===== config.mk =====
export PLATFORM = sky130hd
export DESIGN_NAME = sram_pingpong_ctrl_flat
export DESIGN_NICKNAME = d
export VERILOG_FILES = /design/src/rtl/sram_pingpong_ctrl_pkg.sv /design/src/rtl/sram_pingpong_ctrl_if.sv /design/src/rtl/sram_pingpong_ctrl_bank_port_mux.sv /design/src/rtl/sram_pingpong_ctrl.sv /design/src/flat_wrapper.sv
export SDC_FILE = /design/constraint.sdc
export NUM_CORES = 1
export LEC_CHECK = 0
export CORE_AREA = 2 2 119 121
export CTS_BUF_LIST = sky130_fd_sc_hd__clkbuf_8
export DETAILED_ROUTE_END_ITERATION = 8
export DIE_AREA = 0 0 121 123
export PLACE_DENSITY_LB_ADDON = 0.05
export REMOVE_ABC_BUFFERS = 1
export SETUP_SLACK_MARGIN = 0.02
export SLEW_MARGIN = 20
export SYNTH_ARGS = -nofsm -noshare
export SYNTH_HDL_FRONTEND = slang
export SYNTH_SLANG_ARGS = --single-unit

===== constraint.sdc =====
create_clock -name clk -period 1.4 [get_ports clk]
set_input_delay 0.28 -clock clk [delete_from_list [all_inputs] [get_ports clk]]
set_output_delay 0.28 -clock clk [all_outputs]
set_load 0.05 [all_outputs]

===== src/rtl/sram_pingpong_ctrl_pkg.sv =====
// ============================================================================
// Module      : sram_pingpong_ctrl_pkg
// Description : Shared widths, bit-mask and macro control encodings for the
//               SRAM ping-pong controller.
// Revision    : 1.0 - initial release
// ============================================================================
`default_nettype none

package sram_pingpong_ctrl_pkg;

    localparam int unsigned c_DATA_W_DEF = 32;
    localparam int unsigned c_ADDR_W_DEF = 8;
    localparam int unsigned c_MACRO_DW   = 48;

    localparam logic [c_MACRO_DW-1:0] c_BM_ALL = '1;

    typedef struct packed {
        logic men;
        logic wen;
        logic ren;
    } mctl_t;

    localparam mctl_t c_MCTL_IDLE  = '{men: 1'b0, wen: 1'b0, ren: 1'b0};
    localparam mctl_t c_MCTL_WRITE = '{men: 1'b1, wen: 1'b1, ren: 1'b0};
    localparam mctl_t c_MCTL_READ  = '{men: 1'b1, wen: 1'b0, ren: 1'b1};

    function automatic logic [1:0] f_popcount2(input logic [1:0] i_v);
        return {1'b0, i_v[0]} + {1'b0, i_v[1]};
    endfunction

endpackage

`default_nettype wire


===== src/rtl/sram_pingpong_ctrl_if.sv =====
// ============================================================================
// Module      : sram_pingpong_ctrl_if
// Description : Writer/reader handshake bundle between the datapath (master)
//               and the ping-pong controller (slave).
// Revision    : 1.0 - initial release
// ============================================================================
`default_nettype none

interface sram_pingpong_ctrl_if
    import sram_pingpong_ctrl_pkg::*;
#(
    parameter int DATA_W = c_DATA_W_DEF,
    parameter int ADDR_W = c_ADDR_W_DEF
);
    logic              wr_en;
    logic [ADDR_W-1:0] wr_addr;
    logic [DATA_W-1:0] wr_data;
    logic              wr_last;
    logic              wr_ready;
    logic              rd_en;
    logic [ADDR_W-1:0] rd_addr;
    logic              rd_last;
    logic              rd_ready;
    logic [DATA_W-1:0] rd_data;
    logic              rd_data_valid;

    modport master (
        output wr_en, wr_addr, wr_data, wr_last, rd_en, rd_addr, rd_last,
        input  wr_ready, rd_ready, rd_data, rd_data_valid
    );

    modport slave (
        input  wr_en, wr_addr, wr_data, wr_last, rd_en, rd_addr, rd_last,
        output wr_ready, rd_ready, rd_data, rd_data_valid
    );

endinterface

`default_nettype wire


===== src/rtl/sram_pingpong_ctrl_bank_port_mux.sv =====
// ============================================================================
// Module      : sram_bank_port_mux
// Description : Per-macro pin driver; routes the writer or reader access to
//               this macro when its pointer selects bank BANK, else idle.
// Revision    : 1.0 - initial release
// ============================================================================
`default_nettype none

module sram_bank_port_mux
    import sram_pingpong_ctrl_pkg::*;
#(
    parameter int ADDR_W   = c_ADDR_W_DEF,
    parameter int DATA_W   = c_DATA_W_DEF,
    parameter int MACRO_DW = c_MACRO_DW,
    parameter bit BANK     = 1'b0
) (
    input  wire logic              i_wr_ptr,
    input  wire logic              i_rd_ptr,
    input  wire logic              i_wa,
    input  wire logic              i_ra,
    input  wire logic [ADDR_W-1:0] i_wr_addr,
    input  wire logic [ADDR_W-1:0] i_rd_addr,
    input  wire logic [DATA_W-1:0] i_wr_data,
    output mctl_t                  o_ctl,
    output logic [ADDR_W-1:0]      o_addr,
    output logic [MACRO_DW-1:0]    o_din
);

    logic w_wr_hit;
    logic w_rd_hit;

    assign w_wr_hit = i_wa && (i_wr_ptr == BANK);
    assign w_rd_hit = i_ra && (i_rd_ptr == BANK);

    // Write bank is never full and read bank always is, so both hits never coincide.
    always_comb begin
        o_ctl  = c_MCTL_IDLE;
        o_addr = '0;
        o_din  = '0;
        if (w_wr_hit) begin
            o_ctl  = c_MCTL_WRITE;
            o_addr = i_wr_addr;
            o_din  = MACRO_DW'(i_wr_data) & MACRO_DW'(c_BM_ALL);
        end else if (w_rd_hit) begin
            o_ctl  = c_MCTL_READ;
            o_addr = i_rd_addr;
        end
    end

endmodule

`default_nettype wire


===== src/rtl/sram_pingpong_ctrl.sv =====
// ============================================================================
// Module      : sram_pingpong_ctrl
// Description : Frame ping-pong controller over two single-port SRAM macros.
//               Optional drop counters: define PINGPONG_OVF_CNT_EN.
// Revision    : 1.0 - initial release
// ============================================================================
`default_nettype none

module sram_pingpong_ctrl
    import sram_pingpong_ctrl_pkg::*;
#(
    parameter int DATA_W   = c_DATA_W_DEF,
    parameter int ADDR_W   = c_ADDR_W_DEF,
    parameter int MACRO_DW = c_MACRO_DW
) (
    input  wire logic                clk,
    input  wire logic                rst,
    sram_pingpong_ctrl_if.slave      bus,
    output logic                     o_wr_bank,
    output logic                     o_rd_bank,
    output logic [1:0]               o_fill_level,
    output logic                     o_m0_men,
    output logic                     o_m0_wen,
    output logic                     o_m0_ren,
    output logic [ADDR_W-1:0]        o_m0_addr,
    output logic [MACRO_DW-1:0]      o_m0_din,
    input  wire logic [MACRO_DW-1:0] i_m0_dout,
    output logic                     o_m1_men,
    output logic                     o_m1_wen,
    output logic                     o_m1_ren,
    output logic [ADDR_W-1:0]        o_m1_addr,
    output logic [MACRO_DW-1:0]      o_m1_din,
    input  wire logic [MACRO_DW-1:0] i_m1_dout
`ifdef PINGPONG_OVF_CNT_EN
    ,
    output logic [15:0]              o_wr_drop_cnt,
    output logic [15:0]              o_rd_drop_cnt
`endif
);

    logic              r_wr_ptr;
    logic              r_rd_ptr;
    logic [1:0]        r_full;
    logic              r_rd_sel;
    logic              r_rd_valid;
    logic [DATA_W-1:0] r_rd_data;

    logic              w_wr_ready;
    logic              w_rd_ready;
    logic              w_wa;
    logic              w_ra;
    logic [1:0]        w_full_nxt;
    logic [DATA_W-1:0] w_dout_sel;

    mctl_t             w_ctl   [2];
    logic [ADDR_W-1:0] w_maddr [2];
    logic [MACRO_DW-1:0] w_mdin [2];

    assign w_wr_ready = !r_full[r_wr_ptr];
    assign w_rd_ready = r_full[r_rd_ptr];
    assign w_wa       = bus.wr_en && w_wr_ready;
    assign w_ra       = bus.rd_en && w_rd_ready;

    always_comb begin
        w_full_nxt = r_full;
        if (w_wa && bus.wr_last) w_full_nxt[r_wr_ptr] = 1'b1;
        if (w_ra && bus.rd_last) w_full_nxt[r_rd_ptr] = 1'b0;
    end

    always_ff @(posedge clk) begin
        if (rst) begin
            r_wr_ptr   <= 1'b0;
            r_rd_ptr   <= 1'b0;
            r_full     <= 2'b00;
            r_rd_sel   <= 1'b0;
            r_rd_valid <= 1'b0;
            r_rd_data  <= '0;
        end else begin
            r_full     <= w_full_nxt;
            r_rd_valid <= w_ra;
            if (w_wa && bus.wr_last) r_wr_ptr <= ~r_wr_ptr;
            if (w_ra && bus.rd_last) r_rd_ptr <= ~r_rd_ptr;
            if (w_ra) r_rd_sel <= r_rd_ptr;
            if (r_rd_valid) r_rd_data <= w_dout_sel;
        end
    end

    // Macro dout is only valid in the cycle after the access; r_rd_data holds it afterwards.
    assign w_dout_sel        = r_rd_sel ? i_m1_dout[DATA_W-1:0] : i_m0_dout[DATA_W-1:0];
    assign bus.rd_data       = r_rd_valid ? w_dout_sel : r_rd_data;
    assign bus.rd_data_valid = r_rd_valid;
    assign bus.wr_ready      = w_wr_ready;
    assign bus.rd_ready      = w_rd_ready;
    assign o_wr_bank         = r_wr_ptr;
    assign o_rd_bank         = r_rd_ptr;
    assign o_fill_level      = f_popcount2(r_full);

    for (genvar gi = 0; gi < 2; gi++) begin : g_bank
        sram_bank_port_mux #(
            .ADDR_W   (ADDR_W),
            .DATA_W   (DATA_W),
            .MACRO_DW (MACRO_DW),
            .BANK     (gi == 1)
        ) u_mux (
            .i_wr_ptr  (r_wr_ptr),
            .i_rd_ptr  (r_rd_ptr),
            .i_wa      (w_wa),
            .i_ra      (w_ra),
            .i_wr_addr (bus.wr_addr),
            .i_rd_addr (bus.rd_addr),
            .i_wr_data (bus.wr_data),
            .o_ctl     (w_ctl[gi]),
            .o_addr    (w_maddr[gi]),
            .o_din     (w_mdin[gi])
        );
    end

    assign {o_m0_men, o_m0_wen, o_m0_ren} = w_ctl[0];
    assign o_m0_addr                      = w_maddr[0];
    assign o_m0_din                       = w_mdin[0];
    assign {o_m1_men, o_m1_wen, o_m1_ren} = w_ctl[1];
    assign o_m1_addr                      = w_maddr[1];
    assign o_m1_din                       = w_mdin[1];

    if (DATA_W < MACRO_DW) begin : g_dout_unused
        logic w_unused_dout;
        assign w_unused_dout = ^{i_m0_dout[MACRO_DW-1:DATA_W], i_m1_dout[MACRO_DW-1:DATA_W]};
    end

`ifdef PINGPONG_OVF_CNT_EN
    logic [15:0] r_wr_drop_cnt;
    logic [15:0] r_rd_drop_cnt;

    always_ff @(posedge clk) begin
        if (rst) begin
            r_wr_drop_cnt <= '0;
            r_rd_drop_cnt <= '0;
        end else begin
            if (bus.wr_en && !w_wr_ready && (r_wr_drop_cnt != 16'hFFFF))
                r_wr_drop_cnt <= r_wr_drop_cnt + 16'd1;
            if (bus.rd_en && !w_rd_ready && (r_rd_drop_cnt != 16'hFFFF))
                r_rd_drop_cnt <= r_rd_drop_cnt + 16'd1;
        end
    end

    assign o_wr_drop_cnt = r_wr_drop_cnt;
    assign o_rd_drop_cnt = r_rd_drop_cnt;
`endif

endmodule

`default_nettype wire


===== src/flat_wrapper.sv =====
// flat-port wrapper written by rule: the top's interface ports become plain ports
module sram_pingpong_ctrl_flat import sram_pingpong_ctrl_pkg::*;
#(
    parameter int DATA_W   = c_DATA_W_DEF,
    parameter int ADDR_W   = c_ADDR_W_DEF,
    parameter int MACRO_DW = c_MACRO_DW
)
  (clk, rst, o_wr_bank, o_rd_bank, o_fill_level, o_m0_men, o_m0_wen, o_m0_ren, o_m0_addr, o_m0_din, i_m0_dout, o_m1_men, o_m1_wen, o_m1_ren, o_m1_addr, o_m1_din, i_m1_dout, bus_wr_en, bus_wr_addr, bus_wr_data, bus_wr_last, bus_rd_en, bus_rd_addr, bus_rd_last, bus_wr_ready, bus_rd_ready, bus_rd_data, bus_rd_data_valid);
  sram_pingpong_ctrl_if #(.DATA_W(DATA_W), .ADDR_W(ADDR_W)) bus_i ();
  input  wire logic clk;
  input  wire logic rst;
  output logic o_wr_bank;
  output logic o_rd_bank;
  output logic [1:0] o_fill_level;
  output logic o_m0_men;
  output logic o_m0_wen;
  output logic o_m0_ren;
  output logic [ADDR_W-1:0] o_m0_addr;
  output logic [MACRO_DW-1:0] o_m0_din;
  input  wire logic [MACRO_DW-1:0] i_m0_dout;
  output logic o_m1_men;
  output logic o_m1_wen;
  output logic o_m1_ren;
  output logic [ADDR_W-1:0] o_m1_addr;
  output logic [MACRO_DW-1:0] o_m1_din;
  input  wire logic [MACRO_DW-1:0] i_m1_dout;
  input wire logic [$bits(bus_i.wr_en)-1:0] bus_wr_en;
  input wire logic [$bits(bus_i.wr_addr)-1:0] bus_wr_addr;
  input wire logic [$bits(bus_i.wr_data)-1:0] bus_wr_data;
  input wire logic [$bits(bus_i.wr_last)-1:0] bus_wr_last;
  input wire logic [$bits(bus_i.rd_en)-1:0] bus_rd_en;
  input wire logic [$bits(bus_i.rd_addr)-1:0] bus_rd_addr;
  input wire logic [$bits(bus_i.rd_last)-1:0] bus_rd_last;
  output wire logic [$bits(bus_i.wr_ready)-1:0] bus_wr_ready;
  output wire logic [$bits(bus_i.rd_ready)-1:0] bus_rd_ready;
  output wire logic [$bits(bus_i.rd_data)-1:0] bus_rd_data;
  output wire logic [$bits(bus_i.rd_data_valid)-1:0] bus_rd_data_valid;
  assign bus_i.wr_en = bus_wr_en;
  assign bus_i.wr_addr = bus_wr_addr;
  assign bus_i.wr_data = bus_wr_data;
  assign bus_i.wr_last = bus_wr_last;
  assign bus_i.rd_en = bus_rd_en;
  assign bus_i.rd_addr = bus_rd_addr;
  assign bus_i.rd_last = bus_rd_last;
  assign bus_wr_ready = bus_i.wr_ready;
  assign bus_rd_ready = bus_i.rd_ready;
  assign bus_rd_data = bus_i.rd_data;
  assign bus_rd_data_valid = bus_i.rd_data_valid;
  sram_pingpong_ctrl #(.DATA_W(DATA_W), .ADDR_W(ADDR_W), .MACRO_DW(MACRO_DW)) u_core (.clk(clk), .rst(rst), .bus(bus_i), .o_wr_bank(o_wr_bank), .o_rd_bank(o_rd_bank), .o_fill_level(o_fill_level), .o_m0_men(o_m0_men), .o_m0_wen(o_m0_wen), .o_m0_ren(o_m0_ren), .o_m0_addr(o_m0_addr), .o_m0_din(o_m0_din), .i_m0_dout(i_m0_dout), .o_m1_men(o_m1_men), .o_m1_wen(o_m1_wen), .o_m1_ren(o_m1_ren), .o_m1_addr(o_m1_addr), .o_m1_din(o_m1_din), .i_m1_dout(i_m1_dout));
endmodule

==> out/results.tsv <==
stage	metric	value	unit
route	routed via count	3485	
min_path	Hold Path Origin	u_core.r_rd_data[1]	
die	DIE WIDTH	121	um
setup_path	reg-to-reg critical path startpoint	u_core.r_rd_sel	
finish	share of cells above drive strength 1	0.535	
clock_tree	H-tree depth	2	
setup_path	crit-path most repeated cell	buf_12	
yosys	Synth Instances	333	
route	DRT iter0 DRCs	117	
yosys	Mean Syn Cell Area	8.21	um2
setup_path	worst path buffer plus inverter count	2	
clock_tree	Clk Latency, worst-skew pair	0.29	ns
route	WL/cell	17.4	um
setup_path	critical path depth	4	
setup_path	master of the slowest instance on the critical path	dfxtp_4	
min_path	Hold WC Path Type	flop to flop	
power	Comb power frac	0.615	
placement	RD Place Congestion	0.779	
route	final wirelength	14.0	mm
clock_tree	CTS Sinks	38	
sta	Slew Limit Fails	0	
yosys	Post-synth EDFFs	0	
clock_tree	CTS tree	yes	
setup_path	critical path data required time	1.12	ns
setup_path	r2r endpoint	u_core.r_rd_data[21]	
die	total die area	14900	um2
yosys	Yosys top cell area share	0.278	
yosys	Distinct cells, synth	27	
global_route	largest net degree at the start of global routing	31	
clock_tree	Clock transition at path regs	0.07	ns
min_path	Hold Crit Depth	2	
route	post-route DRC violation count	0	
finish	Non-Filler Instances	804	
run	Max-cap violations	0	
clock_tree	maximum clock insertion buffer count	2	
setup_path	Setup crit start	u_core.o_wr_bank	
route	DRT Pass-1 Iters	4	
finish	nets@finish	775	
die	Die Ht	123	um
setup_path	CP peak stage delay	0.36	ns
setup_path	Max FO, Critical Path	30	
setup_path	Critical Path End Type	output port	
yosys	dominant synthesized flop cell	dfxtp_1	
yosys	largest cells by area after synthesis	dfxtp_1 28%, and2_1 15%, mux2i_1 12%	
setup_path	cell family with most CP delay	simple AND/OR/NAND/NOR gates	
sta	Min Hold Slack	0.520	ns
run_status	failing checks	negative setup slack	
placement	cell count after placement	781	
yosys	synthesis-stage register bit count	38	
global_route	grt ovf	0	
yosys	Post-synth top cells	64 x and2_1, 38 x dfxtp_1, 35 x buf_4	
global_route	vias in the first global route	3362	
power	Sw Pwr	1.88	mW
sta	fin crit share	1.28	
yosys	top-count cell post-synth	and2_1	
placement	DP HPWL	10.6	mm
setup_path	CP arrival	1.51	ns
yosys	Async S/R FF share, synth	0	
sta	Fin. Hold Viols	0	
setup_path	Critical Path Source Type	flop	
sta	fmax	559	MHz
power	Switching Share	0.394	
finish	Final Util	0.575	
clock_tree	CTS buffer count	5	
sta	final setup margin	-0.390	ns
clock_tree	hold buffer count at cts	0	
finish	Syn-to-layout area delta	186	%
power	Leakage	3.15	nW
route	remaining antenna violation count	0	
sta	Final Critical Period	1.79	ns
setup_path	r2r worst-path depth	4	
sta	clk_skew	0.00718	ns
yosys	Seq/Total Area, Yosys	0.278	
sta	RSZ-0062 raised after global routing	yes	
die	Starting Density	0.201	
route	drt via density	4.33	
power	clock share of power	0.148	
finish	# diodes	0	
yosys	Synth warnings	0	
die	Rows	43	
global_route	GRT Resource Usage Total	0.180	
setup_path	Crit Path Category	flop to output port	
placement	input/output buffers	242	
min_path	Worst Hold Endpoint	u_core.r_rd_data[1]	
finish	fillers	1153	
sta	Setup-failing EPs final	123	
setup_path	worst-path cell chain	and3b_2, buf_12, or2_4, buf_12	
global_route	antenna violations before repair	0	
global_route	first-pass GRT wire length	20.7	mm
setup_path	Reg2Reg Setup Slack	0.18	ns
power	internal power	2.90	mW
power	Max VDD drop	0.359	mV
run_status	status	complete, but fails checks	
die	Core Footprint	13600	um2
yosys	top cell type by total area after synthesis	dfxtp_1	
yosys	Post-Syn Area	2730	um2
power	Sequential Power Share	0.236	
power	power per cell area	612	nW/um2
die	I/O pins	307	
sta	Setup TNS	-38.93	ns
clock_tree	CTS root buf	clkbuf_8	
placement	pre-CTS setup slack	-0.487	ns
## cell usage in the layout (no fill, tap or decap), types with 3 or more instances in the layout
cell	netlist	final
buf_16	0	3
buf_12	0	134
a211oi_1	32	32
a21oi_1	33	11
buf_6	3	12
nor2_1	33	33
mux2i_4	0	13
clkdlybuf4s50_1	0	115
mux2i_2	0	20
dfxtp_4	0	4
clkbuf_8	0	5
conb_1	1	32
and2_4	0	50
and2_1	64	14
buf_4	35	45
a21oi_2	0	22
inv_1	2	3
a22o_1	16	6
a22o_4	0	10
dfxtp_1	38	32
## state kept, by name, summed over array words and instances, names as in the netlist
name	count
u_core.bus.rd_data_valid	1
u_core.o_rd_bank	1
u_core.o_wr_bank	1
u_core.r_full	2
u_core.r_rd_data	32
u_core.r_rd_sel	1
## area by class of cell
type / count / area [um2] / area share
timing repair buffer: 315 / 4490 / 0.574
multi-input combinational: 262 / 2250 / 0.287
sequential: 38 / 778 / 0.0994
tap: 180 / 225 / 0.0288
clock buffer: 5 / 68.8 / 0.00879
clock inverter: 2 / 10.0 / 0.00128
inverter: 2 / 7.51 / 0.000959
## power by group through the flow
stage / clock network [mW] / registers, mW / logic [mW]
final: 0.710 / 1.13 / 2.95
after global routing: 0.797 / 1.14 / 3.06
after CTS: 0.755 / 1.13 / 2.84
after detailed placement: 0 / 1.16 / 2.63
after global placement: 0 / 1.16 / 2.61
after floorplan: 0 / 1.19 / 1.12
## worst reg2reg max path: stages (launching register included)
cell	delay, ns
dfxtp_4	0.36
buf_12	0.18
mux2i_4	0.21
buf_4	0.14
a211oi_1	0.24
## kinds of logic (layout without fill, tap and decap cells)
family | count (synthesis) | in the layout | synth area share
AND/OR/NAND/NOR | 109 | 109 | 0.225
AO/OA/AOI/OAI | 86 | 86 | 0.216
buffers and inverters | 64 | 324 | 0.150
flip-flops | 38 | 38 | 0.278
multiplexers | 34 | 34 | 0.125
adder cells (fa/ha/maj) | 1 | 1 | 0.00458
other | 1 | 32 | 0.00137
## per-stage QoR
stage / instance area (um2) / power, mW
finish: 7830 / 4.79
global route: 7830 / 5.00
CTS: 7520 / 4.73
detailed placement: 6890 / 3.79
global placement: 6890 / 3.77
floorplan: 2450 / 2.31
## worst max-delay path by stage
stage / endpoint / slack, ns
3_5_place_dp: o_m1_din[10] / -0.49
2_1_floorplan: bus_rd_data[0] / -2.04
3_3_place_gp: o_m1_din[10] / -0.48
6_report: o_m1_men / -0.39
4_1_cts: o_m0_addr[3] / -0.39
5_1_grt: o_m0_addr[1] / -0.44
## repair_timing
action                                  CTS  global route
setup buffers                             9             3
resized for setup                       107            61
cloned                                    5             1
pin swaps                                14            16
endpoints found under the setup margin  123           124
## per-layer routing
layer / share of wire / GRT usage / wire length, um / vias up
met5: 0 / 0 / 0 / -
met4: 0.010 / 0.0363 / 141 / 0
met3: 0.11 / 0.0673 / 1500 / 7
met2: 0.49 / 0.310 / 6850 / 167
met1: 0.39 / 0.215 / 5530 / 1623
li1: - / - / - / 1688
Note: power is estimated with default switching activity, not from simulation.
